File: src/rtl/matrix_pkg.sv
`default_nettype none
// ============================================================================
// Module   : matrix_pkg
// Purpose  : Shared types and constants for the LED matrix frame scheduler.
// Revision : 1.0
// ============================================================================
package matrix_pkg;

    localparam int GLYPH_W    = 5;
    localparam int LED_WORD_W = 32;

    localparam logic [GLYPH_W-1:0]    GLYPH_BLANK      = 5'd26;
    localparam logic [LED_WORD_W-1:0] DEFAULT_FG_COLOR = 32'hF00F0000;
    localparam logic [LED_WORD_W-1:0] DEFAULT_BG_COLOR = 32'hF0000000;

    typedef enum logic [1:0] {
        ST_IDLE = 2'd0,
        ST_REQ  = 2'd1,
        ST_WAIT = 2'd2,
        ST_EVAL = 2'd3
    } sched_state_t;

    // Codes above the last letter all render as the blank glyph.
    function automatic logic [GLYPH_W-1:0] map_glyph(input logic [GLYPH_W-1:0] code);
        return (code > GLYPH_BLANK) ? GLYPH_BLANK : code;
    endfunction

endpackage
`default_nettype wire

File: src/rtl/matrix_msg_buffer.sv
`default_nettype none
// ============================================================================
// Module   : matrix_msg_buffer
// Purpose  : MSG_LEN x 5 glyph register file, sync write, async read.
// Revision : 1.0
// ============================================================================
module matrix_msg_buffer
    import matrix_pkg::*;
#(
    parameter int MSG_LEN = 8
) (
    input  logic                       clk,
    input  logic                       reset,
    input  logic                       wr_en,
    input  logic [$clog2(MSG_LEN)-1:0] wr_addr,
    input  logic [GLYPH_W-1:0]         wr_char,
    input  logic [$clog2(MSG_LEN)-1:0] rd_addr,
    output logic [GLYPH_W-1:0]         rd_char
);

    logic [MSG_LEN-1:0][GLYPH_W-1:0] mem_q;
    logic [MSG_LEN-1:0][GLYPH_W-1:0] mem_d;

    always_comb begin
        mem_d = mem_q;
        if (wr_en) begin
            mem_d[wr_addr] = wr_char;
        end
    end

    always_ff @(posedge clk) begin
        if (reset) begin
            for (int i = 0; i < MSG_LEN; i++) begin
                mem_q[i] <= GLYPH_BLANK;
            end
        end else begin
            mem_q <= mem_d;
        end
    end

    assign rd_char = mem_q[rd_addr];

endmodule
`default_nettype wire

File: src/rtl/matrix_frame_scheduler.sv
`default_nettype none
// ============================================================================
// Module   : matrix_frame_scheduler
// Purpose  : Requests one LED frame at a time, holding each message glyph
//            for HOLD_FRAMES frames before advancing with wrap-around.
// Revision : 1.0
// ============================================================================
module matrix_frame_scheduler
    import matrix_pkg::*;
#(
    parameter int                     MSG_LEN     = 8,
    parameter int                     HOLD_FRAMES = 16,
    parameter logic [LED_WORD_W-1:0]  FG_COLOR    = DEFAULT_FG_COLOR,
    parameter logic [LED_WORD_W-1:0]  BG_COLOR    = DEFAULT_BG_COLOR
) (
    input  logic                       clk,
    input  logic                       reset,
    input  logic                       enable,
    input  logic                       wr_en,
    input  logic [$clog2(MSG_LEN)-1:0] wr_addr,
    input  logic [GLYPH_W-1:0]         wr_char,
    input  logic [$clog2(MSG_LEN):0]   msg_len,
    output logic                       frame_req,
    output logic [GLYPH_W-1:0]         glyph,
    output logic [LED_WORD_W-1:0]      fg_color,
    output logic [LED_WORD_W-1:0]      bg_color,
    input  logic                       frame_ack,
    input  logic                       frame_done,
    output logic [$clog2(MSG_LEN)-1:0] char_idx,
    output logic                       busy
);

    localparam int AW = $clog2(MSG_LEN);
    localparam int LW = AW + 1;
    localparam int HW = $clog2(HOLD_FRAMES) + 1;

    localparam logic [HW-1:0] c_HOLD_LAST = HW'(HOLD_FRAMES - 1);
    localparam logic [LW-1:0] c_MSG_MAX   = LW'(MSG_LEN);

    sched_state_t       state_q,    state_d;
    logic [HW-1:0]      hold_cnt_q, hold_cnt_d;
    logic [AW-1:0]      char_idx_q, char_idx_d;
    logic [GLYPH_W-1:0] glyph_q,    glyph_d;

    logic [GLYPH_W-1:0] w_buf_char;
    logic [LW-1:0]      w_eff_len;
    logic [LW-1:0]      w_idx_inc;

    // Read at the next index so an EVAL->REQ entry sees the advanced character.
    matrix_msg_buffer #(
        .MSG_LEN (MSG_LEN)
    ) u_msg_buffer (
        .clk     (clk),
        .reset   (reset),
        .wr_en   (wr_en),
        .wr_addr (wr_addr),
        .wr_char (wr_char),
        .rd_addr (char_idx_d),
        .rd_char (w_buf_char)
    );

    always_ff @(posedge clk) begin
        if (reset) begin
            state_q    <= ST_IDLE;
            hold_cnt_q <= '0;
            char_idx_q <= '0;
            glyph_q    <= GLYPH_BLANK;
        end else begin
            state_q    <= state_d;
            hold_cnt_q <= hold_cnt_d;
            char_idx_q <= char_idx_d;
            glyph_q    <= glyph_d;
        end
    end

    always_comb begin
        state_d = state_q;
        case (state_q)
            ST_IDLE: if (enable) state_d = ST_REQ;
            ST_REQ: begin
                if (frame_ack && frame_done) begin
                    state_d = ST_EVAL;
                end else if (frame_ack) begin
                    state_d = ST_WAIT;
                end
            end
            ST_WAIT: if (frame_done) state_d = ST_EVAL;
            ST_EVAL: state_d = enable ? ST_REQ : ST_IDLE;
            default: state_d = ST_IDLE;
        endcase
    end

    always_comb begin
        hold_cnt_d = hold_cnt_q;
        char_idx_d = char_idx_q;
        w_eff_len  = (msg_len == '0)      ? LW'(1)    :
                     (msg_len > c_MSG_MAX) ? c_MSG_MAX : msg_len;
        w_idx_inc  = {1'b0, char_idx_q} + LW'(1);
        if (state_q == ST_EVAL) begin
            if (hold_cnt_q == c_HOLD_LAST) begin
                hold_cnt_d = '0;
                char_idx_d = (w_idx_inc >= w_eff_len) ? '0 : w_idx_inc[AW-1:0];
            end else begin
                hold_cnt_d = hold_cnt_q + HW'(1);
            end
        end
    end

    always_comb begin
        glyph_d = glyph_q;
        if ((state_d == ST_REQ) && (state_q != ST_REQ)) begin
            glyph_d = map_glyph(w_buf_char);
        end
    end

    always_comb begin
        frame_req = (state_q == ST_REQ);
        busy      = (state_q != ST_IDLE);
        glyph     = glyph_q;
        char_idx  = char_idx_q;
        fg_color  = FG_COLOR;
        bg_color  = BG_COLOR;
    end

endmodule
`default_nettype wire

File: config.mk
export PLATFORM = sky130hd
export DESIGN_NAME = matrix_frame_scheduler
export DESIGN_NICKNAME = d
export VERILOG_FILES = /design/src/rtl/matrix_pkg.sv /design/src/rtl/matrix_msg_buffer.sv /design/src/rtl/matrix_frame_scheduler.sv
export SDC_FILE = /design/constraint.sdc
export NUM_CORES = 1
export LEC_CHECK = 0
export BUFFER_PORTS_ARGS = -buffer_cell sky130_fd_sc_hd__clkbuf_2
export CAP_MARGIN = 20
export CORE_AREA = 2 2 99 101
export DETAILED_ROUTE_END_ITERATION = 8
export DIE_AREA = 0 0 101 103
export GPL_TIMING_DRIVEN = 0
export PLACE_DENSITY_LB_ADDON = 0.1
export SLEW_MARGIN = 20
export SYNTH_ARGS = -nofsm -noshare
export SYNTH_HDL_FRONTEND = slang
export SYNTH_HIERARCHICAL = 1
export SYNTH_SLANG_ARGS = --single-unit
File: constraint.sdc
create_clock -name clk -period 4.3 [get_ports clk]
set_input_delay 0.43 -clock clk [delete_from_list [all_inputs] [get_ports clk]]
set_output_delay 0.43 -clock clk [all_outputs]
set_load 0.03 [all_outputs]
======== Word-level counts from Yosys, hierarchy flattened ========
Cells that the tools add are included.
storage, ports and cells
  register bits ........................... 55
  input bits .............................. 18
  output and inout bits ................... 74
  word-level logic and storage cells ...... 50
operators by class
  $add $sub $neg .......................... 2
  order comparisons ....................... 6
  equality and inequality tests ........... 6
  muxes and demuxes ....................... 18
  reduce and logical (&&, ||, !) cells .... 6
operators by type and width
  kind                 number
  $bwmux 40            1
  $mux 5               4
  $bmux 5 s3           1
  $demux 5 s3          1
  $mux 3               3
  $lt 3x4->1 const B   2
  $mux 2               4
  $mux 4               2
  $pmux 2 s4           1
  $add 5x1->5 const B  1
  $eq 5x4->1 const B   1
  $gt 5x5->1 const B   1
  $add 3x1->4 const B  1
  $eq 2x1->1 const B   2
  $eq 2x2->1 const B   2
  $ge 4x4->1           1
  $gt 4x4->1 const B   1
  $logic_not 4->1      1
  $ge 3x1->1 const B   1
  $logic_and 1x1->1    3
  $logic_not 2->1      1
  $ne 2x1->1 const B   1
  $reduce_bool 2->1    1
  $mux 1               1

======== Longest topological paths before layout ========
  word-level depth ........................ 11
  depth in mapped cells ................... 15
  depth with buffers taken out ............ 14

======== Cells and area by module ========
The synthesis kept the hierarchy.
by module, submodules not included
  module                  times used  cells each  area an instance (µm²)  seq. area each (µm²)
  matrix_msg_buffer       1           161         1811.7                  800.8
  matrix_frame_scheduler  1           164         1378.8                  300.3

======== Least setup slack after synthesis ========
Ideal clock, no wire load.
  path type ............................... register to register
  start ................................... register char_idx_q[0], in the netlist char_idx[0]
  end ..................................... register glyph_q[1], in the netlist glyph[1]
  library setup time ...................... 0.119 ns
  arrival ................................. 3.438 ns
  data required time ...................... 4.181 ns
  setup slack ............................. 0.742 ns
  cell stages (with the launch flop) ...... 15
  path buffers ............................ 1
  period minus slack after synthesis ...... 3.558 ns
  cells stage by stage .................... dfxtp_1 -> ha_1 -> nor2b_1 -> nand2b_1 -> ha_1 -> a2111oi_4 -> o21bai_4 -> o21ai_2 -> buf_2 -> mux4_2 -> mux2_2 -> a21o_1 -> a31oi_2 -> nor2b_1 -> o21bai_1
on the way
  word-level cells in the longest chain between the ends .. 9
RTL lines
  what                            RTL line                       source
  from (decl)                     matrix_frame_scheduler.sv:42   logic [AW-1:0] char_idx_q, char_idx_d;
  from (signal assigned)          matrix_frame_scheduler.sv:71   char_idx_q <= char_idx_d;
  $add 3x1->4                     matrix_frame_scheduler.sv:98   w_idx_inc = {1'b0, char_idx_q} + LW'(1);
  $ge 4x4->1                      matrix_frame_scheduler.sv:102  char_idx_d = (w_idx_inc >= w_eff_len) ? '0 : w_idx_inc[AW-1:0];
  $mux 3                          matrix_frame_scheduler.sv:102
  $mux 3                          matrix_frame_scheduler.sv:100  if (hold_cnt_q == c_HOLD_LAST) begin
  $mux 3 *                        matrix_frame_scheduler.sv:99   if (state_q == ST_EVAL) begin
  via char_idx_d[0]               matrix_frame_scheduler.sv:42
  $bmux 5 s3 *                    matrix_msg_buffer.sv:41        assign rd_char = mem_q[rd_addr];
  $mux 5 (not written as such) *  matrix_msg_buffer.sv:41
  via w_buf_char[0]               matrix_frame_scheduler.sv:45   logic [GLYPH_W-1:0] w_buf_char;
  $gt 5x5->1 *                    matrix_pkg.sv:25               return (code > GLYPH_BLANK) ? GLYPH_BLANK : code;
  $mux 5 *                        matrix_pkg.sv:25
  to (signal assigned)            matrix_frame_scheduler.sv:72   glyph_q <= glyph_d;
  to (decl)                       matrix_frame_scheduler.sv:43   logic [GLYPH_W-1:0] glyph_q, glyph_d;
Mark *: on every way through the listed nets, which the timed path passes. The rest lies on a longest branch. The select of a mux whose other input is x is not followed.
A chain may end at the register's enable or synchronous reset.

======== Worst setup path after layout ========
Ends and elaborated chain as after synthesis.

==> flow_metrics.py <==
metrics = {
    "cts": {
        "cts-root-buf": "clkbuf_8",
        "cts.repair.resized": 0,
        "cts_tree": "built",
        "cts_sinks": 55,
        "clkTransAtPathRegs_ns": 0.09,
        "hold_buffers": 0,
        "clk_path_buf_depth": 2,
        "postCtsSetupBuffers": 0,
        "cts_buffers": 5,
        "worstSkewPairLatency_ns": 0.31,
        "htree_num_levels": 2,
    },
    "timing": {
        "rsz0062_at_grt": "false",
        "worstMarginPinSlew_ns": 0.661,
        "fin_crit_ns": 3.61,
        "slew_violations": 0,
        "hold_viol": 0,
        "slew_headroom": 0.557,
        "skew_ns": 0.00605,
        "fmax_ghz": 0.277,
        "finalHoldWorstSlack_ns": 0.378,
        "setup_violations": 0,
        "tns_ns": 0,
        "period_share": 0.840,
    },
    "critical_path": {
        "worstSetupPathType": "reg -> reg",
        "critPathMaxFanout": 10,
        "required_ns": 4.50,
        "cp_num_buf_inv": 1,
        "start_kind": "flip-flop",
        "worstPathArrival_ns": 3.81,
        "cp_cell_sequence": "ha_1, nor2b_1, nand2b_1, ha_1, a2111oi_4, o21bai_4, o21ai_2, buf_2, mux4_2, mux2_2, a21o_1, a31oi_2, nor2b_1, o21bai_1",
        "critPathTopFamily": "compound AO/OA/AOI/OAI gates",
        "cp-end-kind": "flip-flop",
        "crit_path_max_incr_delay_ns": 0.54,
        "cp_slowest_cell": "mux4_2",
    },
    "logic_synthesis": {
        "synthArstFlopShare": 0,
        "synth_area_leader_cell": "dfxtp_1",
        "synth_top_area_frac": 0.345,
        "synth-main-ff-cell": "dfxtp_1",
        "synthAdderAreaFrac": 0.0235,
        "synth_most_common_cell": "buf_4",
        "synth_compound_area_frac": 0.133,
        "synth_top_family_by_area": "buffers and inverters",
        "synth_warnings": 6,
        "synth_seq_cells": 55,
        "yosys.area_share.simple": 0.161,
        "synth.distinct_cells": 46,
        "ys_seq_area_frac": 0.345,
        "synth-xor-area-share": 0.00275,
        "synthTopCellsByCount": "buf_4 (67), dfxtp_1 (55), nor2_1 (44)",
        "synth.area.mux_share": 0.142,
        "syn_inst": 325,
        "syn_area_per_cell_um2": 9.82,
        "ys_top_cells_by_area": "dfxtp_1 (35%), buf_4 (16%), a211o_1 (7.1%), mux4_2 (7.1%), nor2_1 (5.2%)",
        "synth-edff-count": 0,
        "synth_area_mm2": 0.00319,
    },
    "floorplan": {
        "rows": 36,
        "die_w_um": 101,
        "core_area_mm2": 0.00946,
        "die_h_um": 103,
        "start_util": 0.337,
        "ios": 92,
        "dieArea_mm2": 0.0104,
    },
    "place": {
        "gp_congestion": 0.743,
        "dp.final_hpwl_um": 4640,
        "placed_area_mm2": 0.00367,
        "io_buffers": 21,
    },
    "grt": {
        "grt_pass1_wl_um": 9860,
        "grt_max_degree": 17,
        "grt_pass1_vias": 1943,
        "antenna_found_initial": 0,
        "grt_usage": 0.123,
        "grt_overflow": 0,
    },
    "finish": {
        "postLayoutCellArea_mm2": 0.00379,
        "area_delta_synth_final_pct": 18.7,
        "layout-drive-gt1-share": 0.315,
        "antenna_cells": 0,
        "post-route-util": 0.401,
        "nNetsFinal": 439,
    },
    "drt": {
        "first_iter_violations": 65,
        "wl_per_cell_um": 12.0,
        "viasPerCell": 4.36,
        "dr.pass1.iters": 4,
        "drc": 0,
        "antenna_left": 0,
        "vias": 2310,
        "postRouteWirelength_um": 6380,
    },
    "hold_path": {
        "holdCritPathClass": "in -> reg",
    },
    "run_status": {
        "status": "complete, no violations",
    },
    "pwr": {
        "peakVddDrop_uv": 201,
        "p_leak_nw": 1.79,
        "powerDensity_mw_per_mm2": 294,
    },
    "flow_run": {
        "drv_cap": 0,
    },
}
==> per-layer routing <==
metal  GRT usage  share of wire  wire (um)  vias to the layer above
li1            -              -          -                     1179
met1       0.154           0.45       2880                     1056
met2       0.218           0.48       3080                       69
met3      0.0217          0.056        358                        6
met4      0.0343          0.011         68                        0
met5           0              0          0                        -
==> stage by stage <==
stage	power, mW	cells	setup slack (ns)
floorplan	0.739	387	0.742
global placement	0.768	522	0.564
detailed placement	0.770	522	0.569
CTS	1.13	530	0.635
global route	1.17	530	0.423
finish	1.11	530	0.686
==> state kept, by name, indices dropped and copies added (netlist names) <==
register,flops
u_msg_buffer/mem_q,40
glyph,5
hold_cnt_q,5
char_idx,3
state_q,2
==> path summary, 6_finish.rpt <==
path | from | endpoint | slack, ns | cells past startpoint
max | char_idx[0] | glyph[1] | 0.69 | 14
max reg2reg | char_idx[0] | glyph[1] | 0.69 | 14
min | frame_ack | state_q[1] | 0.38 | 3
min reg2reg | u_msg_buffer/mem_q[34] | u_msg_buffer/mem_q[34] | 0.47 | 1
==> layout by cell type, fill, tap and decap left out, drive strengths merged, types with 7 or more instances in the layout <==
cell	synthesis	routed
inv	7	7
mux4	10	10
clkbuf	7	34
buf	74	74
nor2b	16	16
mux2i	16	16
conb	2	64
a211o	26	26
dfxtp	55	55
nor2	44	44
nand2	12	12
==> final cells by class <==
| type | count | area (um^2) |
|---|---|---|
| Fill cell | 969 | 5670 |
| Multi-Input combinational cell | 244 | 1720 |
| Sequential cell | 55 | 1100 |
| Buffer | 81 | 581 |
| Tap cell | 114 | 143 |
| Timing Repair Buffer | 21 | 105 |
| Clock buffer | 6 | 82.6 |
| Clock inverter | 2 | 35.0 |
| Inverter | 7 | 26.3 |
==> worst min-delay path, cell delays in order <==
cell	delay (ns)
clkbuf_2	0.09
a21oi_1	0.05
nor2_1	0.07
==> logic make-up after synthesis <==
group | count (synthesis)
simple gates | 94
compound gates | 47
mux | 32
buf+inv | 88
other cells | 2
xor+xnor | 1
fa+ha+maj | 6
flops | 55
==> report_power, final <==
part / total, mW / leakage, nW / switching [mW] / internal, mW
Clock: 0.354 / 0.0612 / 0.165 / 0.189
Combinational: 0.225 / 1.28 / 0.141 / 0.0838
Sequential: 0.534 / 0.447 / 0.00969 / 0.524
Note: power is estimated with default switching activity, not from simulation.
